`src/rtl/cu_pkg.sv`:
```
// Shared control-unit types: the instruction word handed to the decoder and
// the fetch-unit state encoding.
package cu_pkg;

    localparam int unsigned IR_WIDTH = 32;

    typedef struct packed {
        logic [7:0]  opcode;
        logic [7:0]  mode;
        logic [15:0] operand;
    } ir_t;

    typedef enum logic [1:0] {
        IDLE   = 2'd0,
        REQ    = 2'd1,
        SQUASH = 2'd2
    } fetch_state_e;

endpackage

```
`src/rtl/ir_fifo.sv`:
```
// Synchronous FIFO holding fetched {pc, word} entries; the head is read
// combinationally and, when empty, keeps showing the last entry popped.
module ir_fifo #(
    parameter int DEPTH = 4,
    parameter int WIDTH = 48
) (
    input  logic                     clk,
    input  logic                     rst_n,
    input  logic                     i_push,
    input  logic                     i_pop,
    input  logic                     i_clear,
    input  logic [WIDTH-1:0]         i_wdata,
    output logic [$clog2(DEPTH):0]   o_count,
    output logic [WIDTH-1:0]         o_head
);

    localparam int AW = $clog2(DEPTH);
    localparam int CW = AW + 1;

    logic [WIDTH-1:0] r_mem [DEPTH];
    logic [AW-1:0]    r_rd_ptr;
    logic [AW-1:0]    r_wr_ptr;
    logic [CW-1:0]    r_count;
    logic             w_push;
    logic             w_pop;
    logic [AW-1:0]    w_head_idx;

    assign w_push  = i_push && (r_count != CW'(DEPTH));
    assign w_pop   = i_pop && (r_count != {CW{1'b0}});
    assign o_count = r_count;

    // Entry storage; a clear suppresses a same-cycle write.
    always_ff @(posedge clk or negedge rst_n) begin
        if (!rst_n) begin
            for (int i = 0; i < DEPTH; i++) begin
                r_mem[i] <= {WIDTH{1'b0}};
            end
        end else if (w_push && !i_clear) begin
            r_mem[r_wr_ptr] <= i_wdata;
        end
    end

    // Pointers and occupancy; clearing drops unread entries but leaves the
    // read pointer so the last popped entry is still the one shown when empty.
    always_ff @(posedge clk or negedge rst_n) begin
        if (!rst_n) begin
            r_rd_ptr <= {AW{1'b0}};
            r_wr_ptr <= {AW{1'b0}};
            r_count  <= {CW{1'b0}};
        end else if (i_clear) begin
            r_wr_ptr <= r_rd_ptr;
            r_count  <= {CW{1'b0}};
        end else begin
            if (w_push) begin
                r_wr_ptr <= r_wr_ptr + AW'(1);
            end
            if (w_pop) begin
                r_rd_ptr <= r_rd_ptr + AW'(1);
            end
            case ({w_push, w_pop})
                2'b10:   r_count <= r_count + CW'(1);
                2'b01:   r_count <= r_count - CW'(1);
                default: r_count <= r_count;
            endcase
        end
    end

    // Head selection: live head when occupied, last popped slot when empty.
    always_comb begin
        w_head_idx = r_rd_ptr;
        if (r_count == {CW{1'b0}}) begin
            w_head_idx = r_rd_ptr - AW'(1);
        end else begin
            w_head_idx = r_rd_ptr;
        end
        o_head = r_mem[w_head_idx];
    end

endmodule

```
`src/rtl/ir_fetch.sv`:
```
// Instruction prefetch unit: single-outstanding word reads into a small FIFO,
// presented to the decoder as ir_t with valid/ready, redirected on flush.
module ir_fetch
    import cu_pkg::*;
#(
    parameter int                    DEPTH      = 4,
    parameter int                    ADDR_WIDTH = 16,
    parameter logic [ADDR_WIDTH-1:0] RESET_PC   = {ADDR_WIDTH{1'b0}}
) (
    input  logic                  clk,
    input  logic                  rst_n,
    output logic                  o_mem_req,
    output logic [ADDR_WIDTH-1:0] o_mem_addr,
    input  logic [31:0]           i_mem_rdata,
    input  logic                  i_mem_ack,
    output logic                  o_ir_valid,
    output logic [31:0]           o_ir,
    output logic [ADDR_WIDTH-1:0] o_ir_pc,
    input  logic                  i_ir_ready,
    input  logic                  i_flush,
    input  logic [ADDR_WIDTH-1:0] i_flush_pc
);

    localparam int CW = $clog2(DEPTH) + 1;
    localparam int EW = IR_WIDTH + ADDR_WIDTH;

    fetch_state_e          r_state;
    logic [ADDR_WIDTH-1:0] r_pc;
    logic                  r_mem_req;
    logic [ADDR_WIDTH-1:0] r_mem_addr;

    logic [CW-1:0]         w_count;
    logic [CW-1:0]         w_count_after;
    logic [EW-1:0]         w_head;
    logic                  w_push;
    logic                  w_pop;
    logic                  w_ir_valid;
    ir_t                   w_head_ir;

    // Flush takes priority over both a returning word and a decoder pop.
    assign w_ir_valid    = (w_count != {CW{1'b0}});
    assign w_pop         = w_ir_valid && i_ir_ready && !i_flush;
    assign w_push        = (r_state == REQ) && i_mem_ack && !i_flush;
    assign w_count_after = w_count + CW'(1) - CW'(w_pop);

    assign w_head_ir  = ir_t'(w_head[IR_WIDTH-1:0]);
    assign o_ir       = w_head_ir;
    assign o_ir_pc    = w_head[EW-1:IR_WIDTH];
    assign o_ir_valid = w_ir_valid;
    assign o_mem_req  = r_mem_req;
    assign o_mem_addr = r_mem_addr;

    ir_fifo #(
        .DEPTH (DEPTH),
        .WIDTH (EW)
    ) u_fifo (
        .clk     (clk),
        .rst_n   (rst_n),
        .i_push  (w_push),
        .i_pop   (w_pop),
        .i_clear (i_flush),
        .i_wdata ({r_pc, i_mem_rdata}),
        .o_count (w_count),
        .o_head  (w_head)
    );

    // Fetch FSM with registered bus outputs; the address never moves while a
    // request is outstanding, so a flushed request finishes in SQUASH.
    always_ff @(posedge clk or negedge rst_n) begin
        if (!rst_n) begin
            r_state    <= IDLE;
            r_pc       <= RESET_PC;
            r_mem_req  <= 1'b0;
            r_mem_addr <= RESET_PC;
        end else begin
            case (r_state)
                IDLE: begin
                    if (i_flush) begin
                        r_pc <= i_flush_pc;
                    end else if (w_count != CW'(DEPTH)) begin
                        r_state    <= REQ;
                        r_mem_req  <= 1'b1;
                        r_mem_addr <= r_pc;
                    end
                end
                REQ: begin
                    if (i_flush) begin
                        r_pc <= i_flush_pc;
                        if (i_mem_ack) begin
                            r_state   <= IDLE;
                            r_mem_req <= 1'b0;
                        end else begin
                            r_state <= SQUASH;
                        end
                    end else if (i_mem_ack) begin
                        r_pc       <= r_pc + ADDR_WIDTH'(1);
                        r_mem_addr <= r_pc + ADDR_WIDTH'(1);
                        if (w_count_after < CW'(DEPTH)) begin
                            r_state <= REQ;
                        end else begin
                            r_state   <= IDLE;
                            r_mem_req <= 1'b0;
                        end
                    end
                end
                SQUASH: begin
                    if (i_flush) begin
                        r_pc <= i_flush_pc;
                    end
                    if (i_mem_ack) begin
                        r_state   <= IDLE;
                        r_mem_req <= 1'b0;
                    end
                end
                default: begin
                    r_state   <= IDLE;
                    r_mem_req <= 1'b0;
                end
            endcase
        end
    end

endmodule
```
`config.mk`:
```
export PLATFORM = sky130hd
export DESIGN_NAME = ir_fetch
export DESIGN_NICKNAME = d
export VERILOG_FILES = /design/src/rtl/cu_pkg.sv /design/src/rtl/ir_fifo.sv /design/src/rtl/ir_fetch.sv
export SDC_FILE = /design/constraint.sdc
export NUM_CORES = 1
export LEC_CHECK = 0
export ABC_AREA = 1
export ABC_CLOCK_PERIOD_IN_PS = 2000
export CAP_MARGIN = 20
export CORE_ASPECT_RATIO = 0.9
export CORE_UTILIZATION = 29
export CTS_BUF_LIST = sky130_fd_sc_hd__clkbuf_4 sky130_fd_sc_hd__clkbuf_8 sky130_fd_sc_hd__clkbuf_16
export DETAILED_ROUTE_END_ITERATION = 8
export REMOVE_ABC_BUFFERS = 1
export SLEW_MARGIN = 25
export SYNTH_ARGS = -nofsm -noshare
export SYNTH_HDL_FRONTEND = slang
export SYNTH_SLANG_ARGS = --single-unit
```
`constraint.sdc`:
```
create_clock -name clk -period 2 [get_ports clk]
set_input_delay 0.2 -clock clk [delete_from_list [all_inputs] [get_ports clk]]
set_output_delay 0.2 -clock clk [all_outputs]
set_load 0.01 [all_outputs]
```
==> results by group <==
Worst setup path
  – Worst R2R End: u_fifo.r_mem[78]
  – Crit start category: register
  – Critical path type: register to output pin
  – CP bufs+invs: 5
  – R2R Setup Slk: 0.11 ns
  – Crit-path max FO: 8
  – Worst Setup End Kind: output pin
  – Slowest CP cell: dfrtp_1
  – Cell chain of the critical path: inv_2 -> ha_4 -> nand2_4 -> buf_6 -> o21ai_4 -> buf_12 -> bufbuf_16 -> o211ai_1 -> o21ai_1 -> buf_2
  – Critical Path RT: 1.80 ns
  – Critical path arrival: 2.35 ns
  – Crit path max-delay family: buffers and inverters
  – Worst r2r src: u_fifo.o_count[1]
  – Worst Reg2Reg Path Length in Cells: 11
  – Worst path max stage delay: 0.39 ns

STA
  – Worst-Margin Slew: 0.5217 ns
  – Endpoints failing setup: 48
  – Final Worst Setup Slack: -0.5459 ns
  – Fmax: 392.8 MHz
  – Worst hold slack: 0.1849 ns
  – Final Cycle Share: 127.3%
  – Headroom to the max-slew limit: 65.09%
  – Final setup TNS: -22.67 ns
  – Clock skew: 0.007227 ns
  – Minimum clock period: 2.546 ns
  – Fin. Hold Viols: 0
  – RSZ-0062 raised after global routing: yes
  – Pins over their slew limit: 0

Global route
  – Initial antenna violation count: 0
  – First-pass GRT wire length: 51640 um
  – Gr usage total: 16.42%
  – Largest net degree at the start of global routing: 83
  – Vias in the first global route: 9143
  – Grt total ovfl: 0

Die
  – DIE AREA: 0.03887 mm2
  – Starting Density: 29.54%
  – Die height: 187.1 um
  – Top-Level Pins: 119
  – Die width: 207.7 um
  – Core area: 0.03739 mm2
  – # rows: 67

Status
  – Violated checks: setup timing
  – Outcome: complete, but fails checks

Placed design
  – DP Cell Count: 1881
  – Placer Congestion: 0.8684
  – I/O Buffers: 118
  – Detail Placement HPWL: 19300 um
  – Post-DP Area: 0.01309 mm2

Drt
  – Avg WL per Cell: 16.27 um
  – Final wirelength: 32100 um
  – # DRC: 0
  – Iteration-0 DRC Markers: 682
  – Antenna-violating nets left: 0
  – Via-per-instance ratio: 4.814
  – Via count: 9499
  – TritonRoute pass-1 iters: 5

Synthesis
  – Ys async rst share: 100.0%
  – Ys flop type: dfrtp_1
  – Number of synthesized register bits: 234
  – Synth cell count leaders: nand2_1, o21ai_0, dfrtp_1
  – Post-synthesis cell area: 0.01104 mm2
  – Largest area contributor in the netlist: dfrtp_1
  – Mean post-synth cell area: 8.483 um2
  – Area contributors post-synth: dfrtp_1, o21ai_0, nand2_1
  – Yosys top cell area share: 53.02%
  – Cells after synthesis: 1302
  – Yosys warning count: 0
  – Netlist cell types: 29
  – EDFF count, synth: 0
  – Register area share after synthesis: 53.02%
  – Most numerous cell in the Yosys netlist: nand2_1

Cells and area
  – Final #Nets: 1533
  – Ant diodes: 0
  – Layout Cell Area excl Fill: 0.01480 mm2
  – Fin cells: 1973
  – P&R area growth vs syn: 33.96%
  – Ratio of cells with drive above 1 in the final layout: 19.33%

Clock network
  – CTS Root Cell: clkbuf_16
  – Clock sink count: 234
  – Clk slew on worst S/H paths: 0.06 ns
  – TritonCTS clock tree: built
  – CTS buffer count: 27
  – H-tree Lvls: 1
  – Clock Path Buffers: 3
  – Clock Latency Late Sink: 0.53 ns

Hold path
  – Worst hold path type: primary input to asynchronous set/reset pin

Pwr
  – Peak VDD IR: 0.8137 mV
  – Lkg Pwr: 6.965 nW
  – Power Density: 2127 mW/mm2

Job
  – Max-cap violations: 0
==> worst register-to-register path, delay by kind of cell, from the launching register on <==
family / cells / cell delay (ns)
buffers and inverters: 4 / 0.57
AND/OR/NAND/NOR: 5 / 0.54
adder cells (fa/ha/maj): 1 / 0.18
AO/OA/AOI/OAI: 1 / 0.09
flip-flops: 1 / 0.37
==> worst max path at each step <==
stage                            startpoint        to  slack [ns]  depth (start not counted)
final                     u_fifo.o_count[0]  o_ir[20]       -0.55                         10
after global routing      u_fifo.o_count[0]  o_ir[21]       -0.66                         10
after floorplan           u_fifo.o_count[0]  o_ir[10]       -1.01                          6
after global placement    u_fifo.o_count[0]   o_ir[7]       -0.45                         11
after CTS                 u_fifo.o_count[1]   o_ir[6]       -0.58                         11
after detailed placement  u_fifo.o_count[1]   o_ir[7]       -0.49                         11
==> sequential cells by signal, indices dropped and copies added (netlist names) <==
name / cells
u_fifo.r_mem: 192
o_mem_addr: 16
r_pc: 16
u_fifo.o_count: 3
r_state: 2
u_fifo.r_rd_ptr: 2
u_fifo.r_wr_ptr: 2
o_mem_req: 1
==> power by group <==
part	internal (mW)	switching [mW]	leakage (nW)
Clock	3.02	1.93	0.444
Combinational	9.10	9.21	3.54
Sequential	6.88	1.33	2.98
Total	19.0	12.5	6.96
==> metrics by stage <==
| step | utilization [%] | worst slack [ns] | total power [mW] |
|---|---|---|---|
| after global placement | 35.00 | -0.4514 | 23.49 |
| after CTS | 39.20 | -0.5768 | 31.39 |
| after detailed placement | 35.00 | -0.4861 | 23.72 |
| after floorplan | - | -1.012 | 15.21 |
| final | 39.57 | -0.5459 | 31.47 |
| after global routing | 39.57 | -0.6565 | 33.80 |
==> per-layer routing <==
layer	global-route usage [%]	routed length (um)	share of wire (%)
met1	23.94	15670	49
met2	25.94	14370	45
met3	2.703	1617	5.0
met4	2.593	446	1.4
met5	0	0	0
==> cell usage in the layout, fill, tap and decap left out, types with 6 or more instances in the layout <==
cell type,Yosys,layout
or2_4,0,47
o211ai_1,48,48
o21ai_0,242,225
inv_1,68,65
buf_6,22,17
o21ai_1,74,80
ha_1,8,7
nand2_1,319,317
nand3_1,33,31
o21ai_2,1,11
xor2_1,8,7
buf_16,0,8
clkbuf_4,0,10
nor2_1,93,85
nand4_1,6,6
nor2_2,0,7
buf_4,2,41
clkdlybuf4s50_1,0,68
dfrtp_1,234,234
clkbuf_16,0,31
buf_12,0,32
a21oi_1,20,20
buf_2,20,44
==> repair_timing <==
item | CTS | global route
gates resized for setup | 307 | 29
hold endpoints to repair | 145 | 0
hold buffers | 1 | 0
setup endpoints to repair | 49 | 98
buffers inserted | 23 | 8
pin swaps | 51 | 29
gates cloned | 14 | 4
==> cell type report <==
type / instances / area, um2
Fill cell: 3765 / 22590
Clock buffer: 41 / 805.8
Tap cell: 483 / 604.3
Multi-Input combinational cell: 918 / 4702
Sequential cell: 234 / 5856
Clock inverter: 6 / 85.08
Inverter: 71 / 279.0
Timing Repair Buffer: 220 / 2464
==> cells by family (layout without fill, tap and decap cells) <==
| kind of cell | Yosys count | count (layout) | synth area share, % |
|---|---|---|---|
| AOI/OAI and AO/OA | 390 | 390 | 18.87 |
| xor gates and xnor gates | 11 | 11 | 0.8724 |
| adders and majority gates | 8 | 8 | 0.9063 |
| buffers and inverters | 151 | 338 | 6.922 |
| DFF | 234 | 234 | 53.02 |
| and+or+nand+nor | 508 | 509 | 19.41 |
(Power assumes the default switching activity.)
